[config.mk]
export PLATFORM = sky130hd
export DESIGN_NAME = l2_block_transfer_sequencer_flat
export DESIGN_NICKNAME = d
export VERILOG_FILES = /design/src/rtl/l2_block_transfer_sequencer_if.sv /design/src/rtl/l2_block_transfer_sequencer.sv /design/src/flat_wrapper.sv
export SDC_FILE = /design/constraint.sdc
export NUM_CORES = 1
export LEC_CHECK = 0
export CORE_MARGIN = 3
export CORE_UTILIZATION = 54
export CTS_BUF_LIST = sky130_fd_sc_hd__clkbuf_16
export DETAILED_ROUTE_END_ITERATION = 8
export PLACE_DENSITY = 0.86
export RECOVER_POWER = 25
export SETUP_SLACK_MARGIN = 0.1
export SYNTH_ARGS = -nofsm -noshare
export SYNTH_HDL_FRONTEND = slang
export SYNTH_SLANG_ARGS = --single-unit
[constraint.sdc]
create_clock -name clk -period 37.2 [get_ports clk]
set_clock_uncertainty 0.15 [all_clocks]
set_input_delay 7.44 -clock clk [delete_from_list [all_inputs] [get_ports clk]]
set_output_delay 7.44 -clock clk [all_outputs]
set_load 0.03 [all_outputs]
[src/rtl/l2_block_transfer_sequencer_if.sv]
// Memory operation type and the L2/memory-side bundle of the block transfer sequencer.
// The sequencer uses the master view; the L2 controller and memory model use the slave view.
package l2_block_transfer_sequencer_pkg;
    typedef enum logic {
        LOAD  = 1'b0,
        STORE = 1'b1
    } memory_operation_e;
endpackage

interface l2_block_transfer_sequencer_if
    import l2_block_transfer_sequencer_pkg::*;
#(
    parameter int unsigned XLEN            = 32,
    parameter int unsigned WORDS_PER_BLOCK = 4
);
    localparam int unsigned BLK_W = WORDS_PER_BLOCK * XLEN;

    logic                 blk_req_valid;
    logic                 blk_req_writeback;
    logic [XLEN-1:0]      blk_fill_address;
    logic [XLEN-1:0]      blk_victim_address;
    logic [BLK_W-1:0]     blk_wb_data;
    logic                 blk_ready;
    logic [BLK_W-1:0]     blk_fill_data;
    logic                 blk_done;

    logic [XLEN-1:0]      mem_req_address;
    memory_operation_e    mem_req_type;
    logic                 mem_req_valid;
    logic [XLEN-1:0]      mem_word_to_store;
    logic [XLEN-1:0]      mem_fetched_word;
    logic                 mem_req_fulfilled;

    modport master (
        input  blk_req_valid, blk_req_writeback, blk_fill_address, blk_victim_address,
               blk_wb_data, mem_fetched_word, mem_req_fulfilled,
        output blk_ready, blk_fill_data, blk_done,
               mem_req_address, mem_req_type, mem_req_valid, mem_word_to_store
    );

    modport slave (
        output blk_req_valid, blk_req_writeback, blk_fill_address, blk_victim_address,
               blk_wb_data, mem_fetched_word, mem_req_fulfilled,
        input  blk_ready, blk_fill_data, blk_done,
               mem_req_address, mem_req_type, mem_req_valid, mem_word_to_store
    );
endinterface

[src/rtl/l2_block_transfer_sequencer.sv]
// Breaks an L2 block request (optional victim writeback, then fill) into ascending
// per-word memory beats and assembles the fetched words into a block buffer.
module l2_block_transfer_sequencer
    import l2_block_transfer_sequencer_pkg::*;
#(
    parameter int unsigned XLEN            = 32,
    parameter int unsigned WORDS_PER_BLOCK = 4
) (
    input  logic                          clk,
    input  logic                          reset,
    l2_block_transfer_sequencer_if.master bus
);
    localparam int unsigned BLOCK_BYTES = WORDS_PER_BLOCK * XLEN / 8;
    localparam int unsigned OFS         = $clog2(BLOCK_BYTES);
    localparam int unsigned BEAT_W      = $clog2(WORDS_PER_BLOCK);
    localparam int unsigned WORD_SH     = $clog2(XLEN / 8);

    localparam logic [BEAT_W-1:0] LAST_BEAT = BEAT_W'(WORDS_PER_BLOCK - 1);
    localparam logic [XLEN-1:0]   BASE_MASK = ~((XLEN'(1) << OFS) - XLEN'(1));

    localparam logic [1:0] ST_IDLE      = 2'd0;
    localparam logic [1:0] ST_WRITEBACK = 2'd1;
    localparam logic [1:0] ST_FILL      = 2'd2;
    localparam logic [1:0] ST_DONE      = 2'd3;

    typedef logic [WORDS_PER_BLOCK-1:0][XLEN-1:0] block_t;

    logic [1:0]        state_q,       state_d;
    logic [BEAT_W-1:0] beat_q,        beat_d;
    logic [XLEN-1:0]   fill_base_q,   fill_base_d;
    logic [XLEN-1:0]   victim_base_q, victim_base_d;
    block_t            wb_words_q,    wb_words_d;
    block_t            fill_words_q,  fill_words_d;

    logic              blk_ready_q,   blk_ready_d;
    logic              blk_done_q,    blk_done_d;
    logic              mem_valid_q,   mem_valid_d;
    logic [XLEN-1:0]   mem_addr_q,    mem_addr_d;
    memory_operation_e mem_type_q,    mem_type_d;
    logic [XLEN-1:0]   mem_store_q,   mem_store_d;

    // State, captured request and registered outputs.
    always_ff @(posedge clk or posedge reset) begin
        if (reset) begin
            state_q       <= ST_IDLE;
            beat_q        <= '0;
            fill_base_q   <= '0;
            victim_base_q <= '0;
            wb_words_q    <= '0;
            fill_words_q  <= '0;
            blk_ready_q   <= 1'b1;
            blk_done_q    <= 1'b0;
            mem_valid_q   <= 1'b0;
            mem_addr_q    <= '0;
            mem_type_q    <= LOAD;
            mem_store_q   <= '0;
        end else begin
            state_q       <= state_d;
            beat_q        <= beat_d;
            fill_base_q   <= fill_base_d;
            victim_base_q <= victim_base_d;
            wb_words_q    <= wb_words_d;
            fill_words_q  <= fill_words_d;
            blk_ready_q   <= blk_ready_d;
            blk_done_q    <= blk_done_d;
            mem_valid_q   <= mem_valid_d;
            mem_addr_q    <= mem_addr_d;
            mem_type_q    <= mem_type_d;
            mem_store_q   <= mem_store_d;
        end
    end

    // Next state, beat sequencing, and output decode from the next-state values so the
    // registered outputs show the beat of the cycle they appear in.
    always_comb begin
        state_d       = state_q;
        beat_d        = beat_q;
        fill_base_d   = fill_base_q;
        victim_base_d = victim_base_q;
        wb_words_d    = wb_words_q;
        fill_words_d  = fill_words_q;

        unique case (state_q)
            ST_IDLE: begin
                if (bus.blk_req_valid) begin
                    fill_base_d   = bus.blk_fill_address & BASE_MASK;
                    victim_base_d = bus.blk_victim_address & BASE_MASK;
                    wb_words_d    = bus.blk_wb_data;
                    beat_d        = '0;
                    state_d       = bus.blk_req_writeback ? ST_WRITEBACK : ST_FILL;
                end
            end
            ST_WRITEBACK: begin
                if (bus.mem_req_fulfilled) begin
                    if (beat_q == LAST_BEAT) begin
                        beat_d  = '0;
                        state_d = ST_FILL;
                    end else begin
                        beat_d = beat_q + BEAT_W'(1);
                    end
                end
            end
            ST_FILL: begin
                if (bus.mem_req_fulfilled) begin
                    fill_words_d[beat_q] = bus.mem_fetched_word;
                    if (beat_q == LAST_BEAT) begin
                        state_d = ST_DONE;
                    end else begin
                        beat_d = beat_q + BEAT_W'(1);
                    end
                end
            end
            default: begin
                state_d = ST_IDLE;
            end
        endcase

        blk_ready_d = (state_d == ST_IDLE);
        blk_done_d  = (state_d == ST_DONE);
        mem_valid_d = 1'b0;
        mem_addr_d  = '0;
        mem_type_d  = LOAD;
        mem_store_d = '0;

        if (state_d == ST_WRITEBACK) begin
            mem_valid_d = 1'b1;
            mem_type_d  = STORE;
            mem_addr_d  = victim_base_d + (XLEN'(beat_d) << WORD_SH);
            mem_store_d = wb_words_d[beat_d];
        end else if (state_d == ST_FILL) begin
            mem_valid_d = 1'b1;
            mem_type_d  = LOAD;
            mem_addr_d  = fill_base_d + (XLEN'(beat_d) << WORD_SH);
        end
    end

    assign bus.blk_ready         = blk_ready_q;
    assign bus.blk_done          = blk_done_q;
    assign bus.blk_fill_data     = fill_words_q;
    assign bus.mem_req_valid     = mem_valid_q;
    assign bus.mem_req_address   = mem_addr_q;
    assign bus.mem_req_type      = mem_type_q;
    assign bus.mem_word_to_store = mem_store_q;

endmodule

[src/flat_wrapper.sv]
// flat-port wrapper written by rule: the top's interface ports become plain ports
module l2_block_transfer_sequencer_flat import l2_block_transfer_sequencer_pkg::*;
#(
    parameter int unsigned XLEN            = 32,
    parameter int unsigned WORDS_PER_BLOCK = 4
)
  (clk, reset, bus_blk_req_valid, bus_blk_req_writeback, bus_blk_fill_address, bus_blk_victim_address, bus_blk_wb_data, bus_mem_fetched_word, bus_mem_req_fulfilled, bus_blk_ready, bus_blk_fill_data, bus_blk_done, bus_mem_req_address, bus_mem_req_type, bus_mem_req_valid, bus_mem_word_to_store);
  l2_block_transfer_sequencer_if #(.XLEN(XLEN), .WORDS_PER_BLOCK(WORDS_PER_BLOCK)) bus_i ();
  input  logic clk;
  input  logic reset;
  input wire logic [$bits(bus_i.blk_req_valid)-1:0] bus_blk_req_valid;
  input wire logic [$bits(bus_i.blk_req_writeback)-1:0] bus_blk_req_writeback;
  input wire logic [$bits(bus_i.blk_fill_address)-1:0] bus_blk_fill_address;
  input wire logic [$bits(bus_i.blk_victim_address)-1:0] bus_blk_victim_address;
  input wire logic [$bits(bus_i.blk_wb_data)-1:0] bus_blk_wb_data;
  input wire logic [$bits(bus_i.mem_fetched_word)-1:0] bus_mem_fetched_word;
  input wire logic [$bits(bus_i.mem_req_fulfilled)-1:0] bus_mem_req_fulfilled;
  output wire logic [$bits(bus_i.blk_ready)-1:0] bus_blk_ready;
  output wire logic [$bits(bus_i.blk_fill_data)-1:0] bus_blk_fill_data;
  output wire logic [$bits(bus_i.blk_done)-1:0] bus_blk_done;
  output wire logic [$bits(bus_i.mem_req_address)-1:0] bus_mem_req_address;
  output wire logic [$bits(bus_i.mem_req_type)-1:0] bus_mem_req_type;
  output wire logic [$bits(bus_i.mem_req_valid)-1:0] bus_mem_req_valid;
  output wire logic [$bits(bus_i.mem_word_to_store)-1:0] bus_mem_word_to_store;
  assign bus_i.blk_req_valid = bus_blk_req_valid;
  assign bus_i.blk_req_writeback = bus_blk_req_writeback;
  assign bus_i.blk_fill_address = bus_blk_fill_address;
  assign bus_i.blk_victim_address = bus_blk_victim_address;
  assign bus_i.blk_wb_data = bus_blk_wb_data;
  assign bus_i.mem_fetched_word = bus_mem_fetched_word;
  assign bus_i.mem_req_fulfilled = bus_mem_req_fulfilled;
  assign bus_blk_ready = bus_i.blk_ready;
  assign bus_blk_fill_data = bus_i.blk_fill_data;
  assign bus_blk_done = bus_i.blk_done;
  assign bus_mem_req_address = bus_i.mem_req_address;
  assign bus_mem_req_type = bus_i.mem_req_type;
  assign bus_mem_req_valid = bus_i.mem_req_valid;
  assign bus_mem_word_to_store = bus_i.mem_word_to_store;
  l2_block_transfer_sequencer #(.XLEN(XLEN), .WORDS_PER_BLOCK(WORDS_PER_BLOCK)) u_core (.clk(clk), .reset(reset), .bus(bus_i));
endmodule
==> out/qor.csv <==
metric;value;unit
status;finished, violations left;
failing checks;capacitance limit, slew limit;
RSZ-0062 raised after global routing;no;
CP arrival;17.95;ns
die height;185;um
clk buf depth;3;
top post-synthesis cells by count;nand2_1, dfrtp_1, mux2_2;
Max-Cap Viols;4;
worst min path class;flop to flop;
Syn Inst Count;1664;
area delta synth->final;32.7;%
total die area;34100;um2
Clock transition at path regs;0.06;ns
Max Fclk;0.0504;GHz
library cells used by synthesis;58;
DPL Wire Length;33400;um
final net count;2285;
first-pass GRT wire length;76900;um
top cells by area, synth;dfrtp_1, nand2_1, mux2_2;
Crit Path Max Fanout;189;
top_reg_cell synth;dfrtp_1;
Hold-fix buffers, CTS;0;
Max-slew headroom;-526;%
Crit path required time;35.30;ns
drt first pass iters;5;
DR vias/cell;5.67;
drt wl/cell;19.8;um
Die W;185;um
row count;64;
startpoint types;input port;
Leak;10.7;nW
hold path startpoint;u_core.wb_words_q[92];
Syn Area/Cell;10.3;um2
Peak VDD IR;0.0528;mV
latest clock arrival within the worst-skew pair;0.54;ns
area of the mapped netlist;17200;um2
clock net sink count;392;
worst r2r src;u_core.beat_q[0];
CTS tree;built;
Finish-stage setup viols;0;
Setup WS pre-CTS;25.46;ns
Initial Util;55.6;%
post-synthesis sequential area ratio;57.0;%
final setup margin;17.35;ns
Post-synth EDFFs;0;
Final Core Density;73.7;%
count leader, synth;nand2_1;
number of CTS-inserted buffers;41;
Final Critical Period;19.85;ns
fraction of registers with async set/reset;100;%
Synth area leader;dfrtp_1;
layout cells sized above 1;10.7;%
number of global-route vias before repair;14600;
flops & latches, synth;392;
residual DRC count;0;
Setup TNS;0;ns
core area;31000;um2
Hold Violations, Final;0;
max-slew violation count;428;
DRT antenna net count;0;
H-tree levels;2;
antenna violations before repair;3;
critical path endpoint category;async pin;
vias;14000;
largest net degree at the start of global routing;217;
Pwr Density;84.4;nW/um2
Top Ports;425;
Worst Setup SP;reset;
port bufs;416;
Ys Warns;0;
total track usage;28.1;%
syn nets;1909;
# fillers;2072;
postcts setup bufs;0;
worst-margin pin slew;9.40;ns
Resize count post-CTS;0;
root buffer cell;clkbuf_16;
GPL Wtd Cong;0.893;
area share of the largest cell type after synthesis;56.8;%
gr ovfl total;0;
DR iter-0 viols;1096;
drt total wl;49000;um
fin crit share;53.4;%
Crit Path Category;input port to async pin;
per-layer routing:
layer  part of all wire [%]  global-route usage (%)  vias up
li1                       -                       -     6364
met1                     38                    34.0     6888
met2                     50                    48.3      624
met3                    8.9                    7.44      139
met4                    3.9                    10.7        0
met5                      0                       0        -
layout make-up:
| cell class | instances | area, um2 | share of cell area (%) |
|---|---|---|---|
| sequential | 392 | 9810 | 43.0 |
| multi-input combinational | 1155 | 6940 | 30.4 |
| timing repair buffer | 427 | 4250 | 18.6 |
| clock buffer | 41 | 1030 | 4.49 |
| tap | 396 | 495 | 2.17 |
| clock inverter | 32 | 221 | 0.970 |
| inverter | 23 | 87.6 | 0.383 |
| antenna | 6 | 15.0 | 0.0657 |
stage by stage:
stage                     hold WS, ns  cell area, um2  instances  power, mW
final                           0.312           22800       2472       1.93
after global routing            0.329           22800       2469       2.04
after CTS                       0.317           22900       2466       1.94
after detailed placement        0.300           21600       2393       1.55
after global placement          0.296           21600       2393       1.51
after floorplan                 0.283           17200       1664       1.23
worst max-delay path: stages:
cell and delay, ns:
dlygate4sd3_1 0.54, clkinvlp_2 2.97, clkbuf_1 6.78
sequential cells by signal, summed over array words and instances, names as in the netlist:
| name | count |
|---|---|
| u_core.bus.blk_ready | 1 |
| u_core.fill_base_q | 32 |
| u_core.bus.blk_done | 1 |
| u_core.bus.mem_req_type | 1 |
| u_core.state_q | 2 |
| u_core.bus.mem_req_address | 32 |
| u_core.bus.blk_fill_data | 128 |
| u_core.bus.mem_word_to_store | 32 |
| u_core.beat_q | 2 |
| u_core.bus.mem_req_valid | 1 |
| u_core.victim_base_q | 32 |
| u_core.wb_words_q | 128 |
power breakdown:
part / switching (mW) / internal [mW]
registers: 0.0820 / 0.605
logic: 0.523 / 0.333
clock network: 0.164 / 0.221
final timing paths:
check	endpoint	slack [ns]	depth (start not counted)
setup / recovery	u_core.wb_words_q[70]	17.35	3
hold / removal	u_core.wb_words_q[92]	0.31	2
setup reg to reg	u_core.bus.mem_req_address[29]	31.77	12
hold reg to reg	u_core.wb_words_q[92]	0.31	2
max in group clk	u_core.bus.mem_req_address[29]	24.93	11
min in group asynchronous	u_core.bus.mem_req_address[10]	8.87	2
cell families (layout without fill, tap and decap cells):
logic type,after synthesis,count (layout),share of synthesized area [%]
AOI/OAI and AO/OA,176,176,7.59
xor gates and xnor gates,47,47,2.39
adders and majority gates,16,16,1.25
buffers and inverters,117,523,2.97
DFF,392,392,57.0
muxes,153,153,9.91
other,0,6,0
and+or+nand+nor,763,763,18.9
placed cells by master (no fill, tap or decap), types with 28 or more instances in the layout:
master / netlist / routed
clkbuf_16: 0 / 41
dlygate4sd3_1: 0 / 85
nand2_1: 546 / 546
nand3_1: 47 / 43
dfrtp_1: 391 / 391
xnor2_1: 38 / 38
a21oi_1: 40 / 40
a311o_1: 32 / 32
nand2b_1: 39 / 39
mux2_2: 132 / 132
clkdlybuf4s50_1: 0 / 331
nor2_1: 59 / 59
o211ai_1: 34 / 34
inv_1: 22 / 28
Note: power is estimated with default switching activity, not from simulation.
